**src/rtl/fetch_decode.sv**
```systemverilog
// Fetch/decode stage of the 9-bit CPU: it drives the ROM from the register-file PC, registers the
// returned word, and decodes it into register-file controls. It also sequences start/halt, stall
// and redirect bubbles, and counts retired instructions.
module fetch_decode #(
  parameter int CNT_W = 16
) (
  input  logic             clk,
  input  logic             rst_n,
  input  logic             start,
  input  logic             stall,
  input  logic             redirect,
  input  logic [9:0]       p,
  input  logic [8:0]       imem_data,
  output logic [9:0]       imem_addr,
  output logic             imem_en,
  output logic             valid,
  output logic [4:0]       reg_op,
  output logic [3:0]       reg_src,
  output logic [3:0]       reg_dst,
  output logic [3:0]       instr_o,
  output logic             func,
  output logic             movp,
  output logic             halted,
  output logic [CNT_W-1:0] retired
);

  typedef enum logic [1:0] {IDLE, FILL, RUN, HALTED} state_t;

  localparam logic [8:0] HALT_WORD = 9'h001;

  state_t           state_reg, state_next;
  logic [8:0]       ir_reg, ir_next;
  logic             valid_reg, valid_next;
  logic [CNT_W-1:0] retired_reg, retired_next;
  logic [1:0]       grp_idx;

  always_ff @(posedge clk or negedge rst_n) begin
    if (!rst_n) begin
      state_reg   <= IDLE;
      ir_reg      <= '0;
      valid_reg   <= 1'b0;
      retired_reg <= '0;
    end else begin
      state_reg   <= state_next;
      ir_reg      <= ir_next;
      valid_reg   <= valid_next;
      retired_reg <= retired_next;
    end
  end

  always_comb begin
    state_next   = state_reg;
    ir_next      = ir_reg;
    valid_next   = valid_reg;
    retired_next = retired_reg;
    imem_en      = 1'b0;
    case (state_reg)
      IDLE: begin
        if (start) state_next = FILL;
      end
      FILL: begin
        imem_en    = 1'b1;
        valid_next = 1'b0;
        state_next = RUN;
      end
      RUN: begin
        imem_en = !stall;
        if (!stall) begin
          ir_next    = imem_data;
          // A redirect turns the word fetched on the old path into a bubble.
          valid_next = !redirect;
          if (valid_reg) retired_next = retired_reg + 1'b1;
          if (valid_reg && ir_reg == HALT_WORD) begin
            valid_next = 1'b0;
            state_next = HALTED;
          end
        end
      end
      HALTED: begin
        valid_next = 1'b0;
        if (start) state_next = FILL;
      end
      default: state_next = IDLE;
    endcase
  end

  assign imem_addr = p;
  assign valid     = valid_reg;
  assign halted    = (state_reg == HALTED);
  assign retired   = retired_reg;
  assign grp_idx   = ir_reg[5:4] - 2'd1;

  always_comb begin
    reg_op  = '0;
    reg_src = '0;
    reg_dst = '0;
    instr_o = '0;
    movp    = 1'b0;
    if (valid_reg) begin
      if (ir_reg[8]) begin
        reg_op  = 5'd6;
        reg_dst = ir_reg[7:4];
        reg_src = ir_reg[3:0];
        instr_o = ir_reg[3:0];
        movp    = (ir_reg[7:4] == 4'hf);
      end else if (ir_reg[7:6] != 2'b00) begin
        reg_op  = {1'b0, ir_reg[7:4]};
        reg_src = ir_reg[3:0];
        reg_dst = ir_reg[3:0];
        instr_o = ir_reg[3:0];
      end else if (ir_reg[5:4] != 2'b00) begin
        // Opcodes 1..3 expand into four sub-ops each, numbered from 16 upward.
        reg_op  = {1'b1, grp_idx, ir_reg[3:2]};
        reg_src = 4'hd;
        reg_dst = 4'hd;
        instr_o = {2'b11, ir_reg[1:0]};
      end
    end
  end

  assign func = (reg_op == 5'd23);

endmodule
```
**config.mk**
```make
export PLATFORM = sky130hd
export DESIGN_NAME = fetch_decode
export DESIGN_NICKNAME = d
export VERILOG_FILES = /design/src/rtl/fetch_decode.sv
export SDC_FILE = /design/constraint.sdc
export NUM_CORES = 1
export LEC_CHECK = 0
export CORE_UTILIZATION = 43
export CTS_CLUSTER_DIAMETER = 120
export DETAILED_ROUTE_END_ITERATION = 8
export HOLD_SLACK_MARGIN = 0.15
export PLACE_DENSITY = 0.8
export SLEW_MARGIN = 20
export SYNTH_ARGS = -nofsm -noshare
export SYNTH_HDL_FRONTEND = slang
export SYNTH_SLANG_ARGS = --single-unit
export TNS_END_PERCENT = 30
```
**constraint.sdc**
```tcl
create_clock -name clk -period 2.05 [get_ports clk]
set_clock_uncertainty 0.05 [all_clocks]
set_input_delay 0.615 -clock clk [delete_from_list [all_inputs] [get_ports clk]]
set_output_delay 0.615 -clock clk [all_outputs]
set_load 0.01 [all_outputs]
```
## After elaboration in Yosys (flattened, before gate mapping)

Cells that the tools add are included.

- Flip-flop bits (word level): 28
- Input bits: 24
- Output and inout bits: 48
- Logic and storage cells: 53

- Bitwise gates (word level): 1
- $add $sub $neg: 2
- Reduce and logical (&&, ||, !) cells: 13
- Muxes and demuxes: 24
- Equality and inequality tests: 9

Operators with widths:

| operator | number |
|---|---|
| two-way mux 4 bit | 10 |
| two-way mux 5 bit | 4 |
| adder 16 x 1 -> 16 bit (second input constant) | 1 |
| equality test 9 x 1 -> 1 bit (second input constant) | 1 |
| two-way mux 2 bit | 3 |
| one-hot mux 2 bit (3 select lines) | 1 |
| AND reduction 3 bit | 2 |
| nonzero test 2 bit | 3 |
| equality test 5 bit (second input constant) | 1 |
| equality test 2 bit (second input constant) | 2 |
| equality test 4 bit (second input constant) | 1 |
| two-way mux 1 bit | 4 |
| != test 2 bit (second input constant) | 2 |
| one-hot mux 1 bit (2 select lines) | 2 |
| AND reduction 2 bit | 2 |
| OR reduction 2 bit | 2 |
| equality test 2 x 1 -> 1 bit (second input constant) | 1 |
| logical NOT 1 bit | 2 |
| logical NOT 2 bit | 1 |
| != test 2 x 1 -> 1 bit (second input constant) | 1 |
| subtractor 2 x 1 -> 2 bit (second input constant) | 1 |
| logical AND 1 bit | 1 |
| inverter 1 bit | 1 |

## Logic depth before layout (Yosys ltp)

- Depth in word-level cells: 6
- Depth in mapped cells: 7
- Mapped depth without buffers: 6

## Least setup slack after synthesis

No wires, ideal clock.

- Path type: register -> output
- Start: register valid_reg (netlist: valid)
- End: output reg_dst[3]
- Setup slack: -24 ps
- Buffers on the path: 1
- Stages on the path, launching flop included: 4
- Arrival: 1409 ps
- Cell sequence: dfrtp_1 -> buf_2 -> inv_1 -> a2111oi_0

- Word-level cells in the longest chain between the ends: 1

Ends and longest elaborated chain:

| item | line | text |
|---|---|---|
| start, declared | 33 | `logic valid_reg, valid_next;` |
| start signal, assigned | 46 | `valid_reg <= valid_next;` |
| two-way mux 4 bit | 99 | `if (valid_reg) begin` |
| end, declared | 19 | `output logic [3:0] reg_dst,` |

Every way passes these cells.

## Worst setup path in the final report

- Start: register ir_reg[8]
- End: output instr_o[3]

- Word-level cells in the longest chain between the ends: 2

Ends and longest elaborated chain:

| item | line | text |
|---|---|---|
| start, declared | 32 | `logic [8:0] ir_reg, ir_next;` |
| start signal, assigned | 45 | `ir_reg <= ir_next;` |
| two-way mux 4 bit | 100 | `if (ir_reg[8]) begin` |
| two-way mux 4 bit | 99 |  |
| end, declared | 20 | `output logic [3:0] instr_o,` |

Every way passes these cells.

==> impl_results.md <==
- Status: complete, but fails checks
- Failing checks: setup timing
- Synth area leader: dfrtp_1
- Layout cells sized above 1: 0.359
- Most Frequent Cell on Critical Path: buf_6
- RSZ-0062 raised after global routing: true
- Max_slew headroom: 0.770
- Yosys top cell area share: 0.410
- Die Y: 65.1 µm
- Final setup viols: 18
- Routability cong.: 0.892
- Pwr/cell area: 1110 nW/µm²
- All-Layer GR Usage: 0.214
- Vias in the first global route: 1477
- Critical Path Source Type: flip-flop
- Syn_area_per_cell: 8.77 µm²
- Critical path required time: 1.38 ns
- Yosys reg bits: 28
- Post-route cell area: 2560 µm²
- Nets: 303
- CTS Hold Bufs: 0
- Post-Layout Cell Count: 321
- Largest net degree at the start of global routing: 29
- Critical Path Source: ir_reg[8]
- # DRC: 0
- Final worst slack: -0.283 ns
- Hold crit path type: flip-flop to flip-flop
- IO Count: 72
- Count of input and output buffers: 51
- Final Max Tran Viols: 0
- Max incr delay on CP: 0.45 ns
- CP delay by family, top: simple AND/OR/NAND/NOR gates
- Mux contribution to synthesized area: 0.0124
- Max reg flops: 16
- Clock latency on the worst-skew pair: 0.27 ns
- Initial antenna violation count: 0
- Post-Synth Adder-Cell Area: 0.0366
- Largest family of logic cells by synthesized area: simple AND/OR/NAND/NOR gates
- Core outline area: 3740 µm²
- Syn Nets: 224
- Fmax: 0.429 GHz
- Total CTS buffers: 3
- Ant diodes: 0
- CTS tree: built
- FF-to-FF path depth: 8
- Die area: 4230 µm²
- Worst R2R Start: ir_reg[8]
- Gr ovfl total: 0
- Arrival time of the worst setup path: 1.67 ns
- Clock buffer depth: 2
- Gate Count Post-Synth: 195
- Placed instance count: 304
- Starting Density: 0.457
- Synth Area in Compound Gates: 0.0607
- Max-Cap Viols: 0
- Num Clock Sinks: 28
- Routed vias/inst: 5.20
- Area contributors post-synth: dfrtp_1, nand2_1, xnor2_1
- Pleak: 1.30 nW
- Post-synth top cells: nand2_1, dfrtp_1, nor2_1
- CP max FO: 4
- Crit path capture type: output pin
- Antenna viol nets, final: 0
- CTS Root Cell: clkbuf_8
- Wire per inst: 14.6 µm
- WP buf/inv: 3
- R2R Path End: valid
- Pre-antenna DRT Iters: 4
- First-pass GRT wire length: 6.91 mm
- Synth Area in Simple Gates: 0.303
- Fin. Hold Viols: 0
- Async set-reset flop share out of synthesis: 1.00
- Count leader, synth: nand2_1
- Clock-pin slew on the worst setup and hold paths: 0.10 ns
- Sequential fraction of the synthesis area: 0.410
- Fin crit share: 1.14
- Yosys warns: 0
- Initial DRC Count: 82
- Number of H-tree levels: 1
- Vias: 1670
- Setup TNS: -2.93 ns
- Maximum VDD drop: 0.000710 V
- FF-to-FF setup slack: 0.27 ns
- Worst path cell trace: buf_6, nor3_4, nand2_2, nand2_4, buf_6, nor2_4, buf_6
- Row count: 22
- Main synth FF type: dfrtp_1
- Cell Area, Synth: 1710 µm²
- Die Wd: 65.1 µm
- Critical path depth in cells: 7
- Area Growth Syn to Fin: 49.5%
- Slowest cell on the critical path: dfrtp_2
- Post-Synth XOR/XNOR Area: 0.0768
- Count of flip-flops with a built-in enable after synthesis: 0
- Worst-Margin Slew: 0.345 ns
- Crit path kind: flip-flop to output pin
- HPWL Detailed: 3.20 mm
- Wirelength, routed: 4.69 mm
- Synth cell types: 40
- Total power: 0.00285 W
- Pre-CTS worst setup slack: -0.496 ns
- Worst setup endpoint: instr_o[3]
- Post-DP Area: 2370 µm²
- Minimum clock period: 2.33 ns
[worst min-delay path by stage]
stage	depth (start not counted)	endpoint	slack [ns]	startpoint
after floorplan	0	ir_reg[0]	0.27	rst_n
after global placement	1	retired[15]	0.41	retired[15]
after detailed placement	1	retired[15]	0.42	retired[15]
after CTS	1	retired[15]	0.44	retired[15]
after global routing	1	retired[15]	0.45	retired[15]
final	1	retired[15]	0.43	retired[15]
[kinds of logic (layout without fill, tap and decap cells)]
group,Yosys count,after routing
xor+xnor,15,15
simple gates,100,100
compound gates,16,16
mux,2,2
buf+inv,29,107
fa+ha+maj,5,5
flops,28,28
[area by class of cell]
class | count | area, µm²
Inverter | 8 | 30.0
Fill cell | 311 | 1190
Timing Repair Buffer | 95 | 779
Clock buffer | 3 | 41.3
Multi-Input combinational cell | 138 | 913
Sequential cell | 28 | 703
Clock inverter | 1 | 30.0
Tap cell | 48 | 60.1
[power by group]
part	switching [W]	internal, W
Clock	0.000173	0.000261
Sequential	0.000146	0.000669
Combinational	0.000762	0.000838
Total	0.00108	0.00177
[placed cells by master (no fill, tap or decap), types with 3 or more instances in the layout]
master,synthesis,routed
nand2_1,36,34
buf_6,1,8
buf_2,6,16
xnor2_1,12,12
xor2_1,3,3
nor2_1,21,15
buf_4,13,38
nor3_1,8,7
inv_1,8,7
nand3_1,4,4
nor2_2,2,7
ha_1,5,5
clkdlybuf4s50_1,0,28
and3_1,5,5
nor4_1,3,3
dfrtp_1,28,26
nand4_1,5,5
o21ai_1,3,3
clkbuf_8,0,3
a21oi_1,5,3
[worst register-to-register path: stages (launching register included)]
cell,delay (ns)
dfrtp_2,0.45
buf_6,0.14
nor3_4,0.27
nand2_2,0.16
buf_4,0.16
buf_4,0.12
buf_4,0.12
o21ai_1,0.11
o21ai_1,0.09
[per-stage QoR]
step,hold WS (ns),utilization
6_report,0.435,0.683
5_1_grt,0.447,0.683
4_1_cts,0.439,0.656
3_5_place_dp,0.423,0.634
3_3_place_gp,0.410,0.634
2_1_floorplan,0.269,-
[timing repair]
item / 4_1_cts / 5_1_grt
hold endpoints to repair: 0 / 0
setup endpoints to repair: 21 / 21
setup buffers: 7 / 6
resized for setup: 91 / 23
pin swaps: 10 / 7
[layer usage]
layer | vias to the layer above | track usage | part of all wire
li1 | 791 | - | -
met1 | 810 | 0.307 | 0.44
met2 | 63 | 0.336 | 0.49
met3 | 6 | 0.0246 | 0.046
met4 | 0 | 0.0679 | 0.015
met5 | - | 0 | 0
No activity file was read; power rests on OpenSTA's default activity.
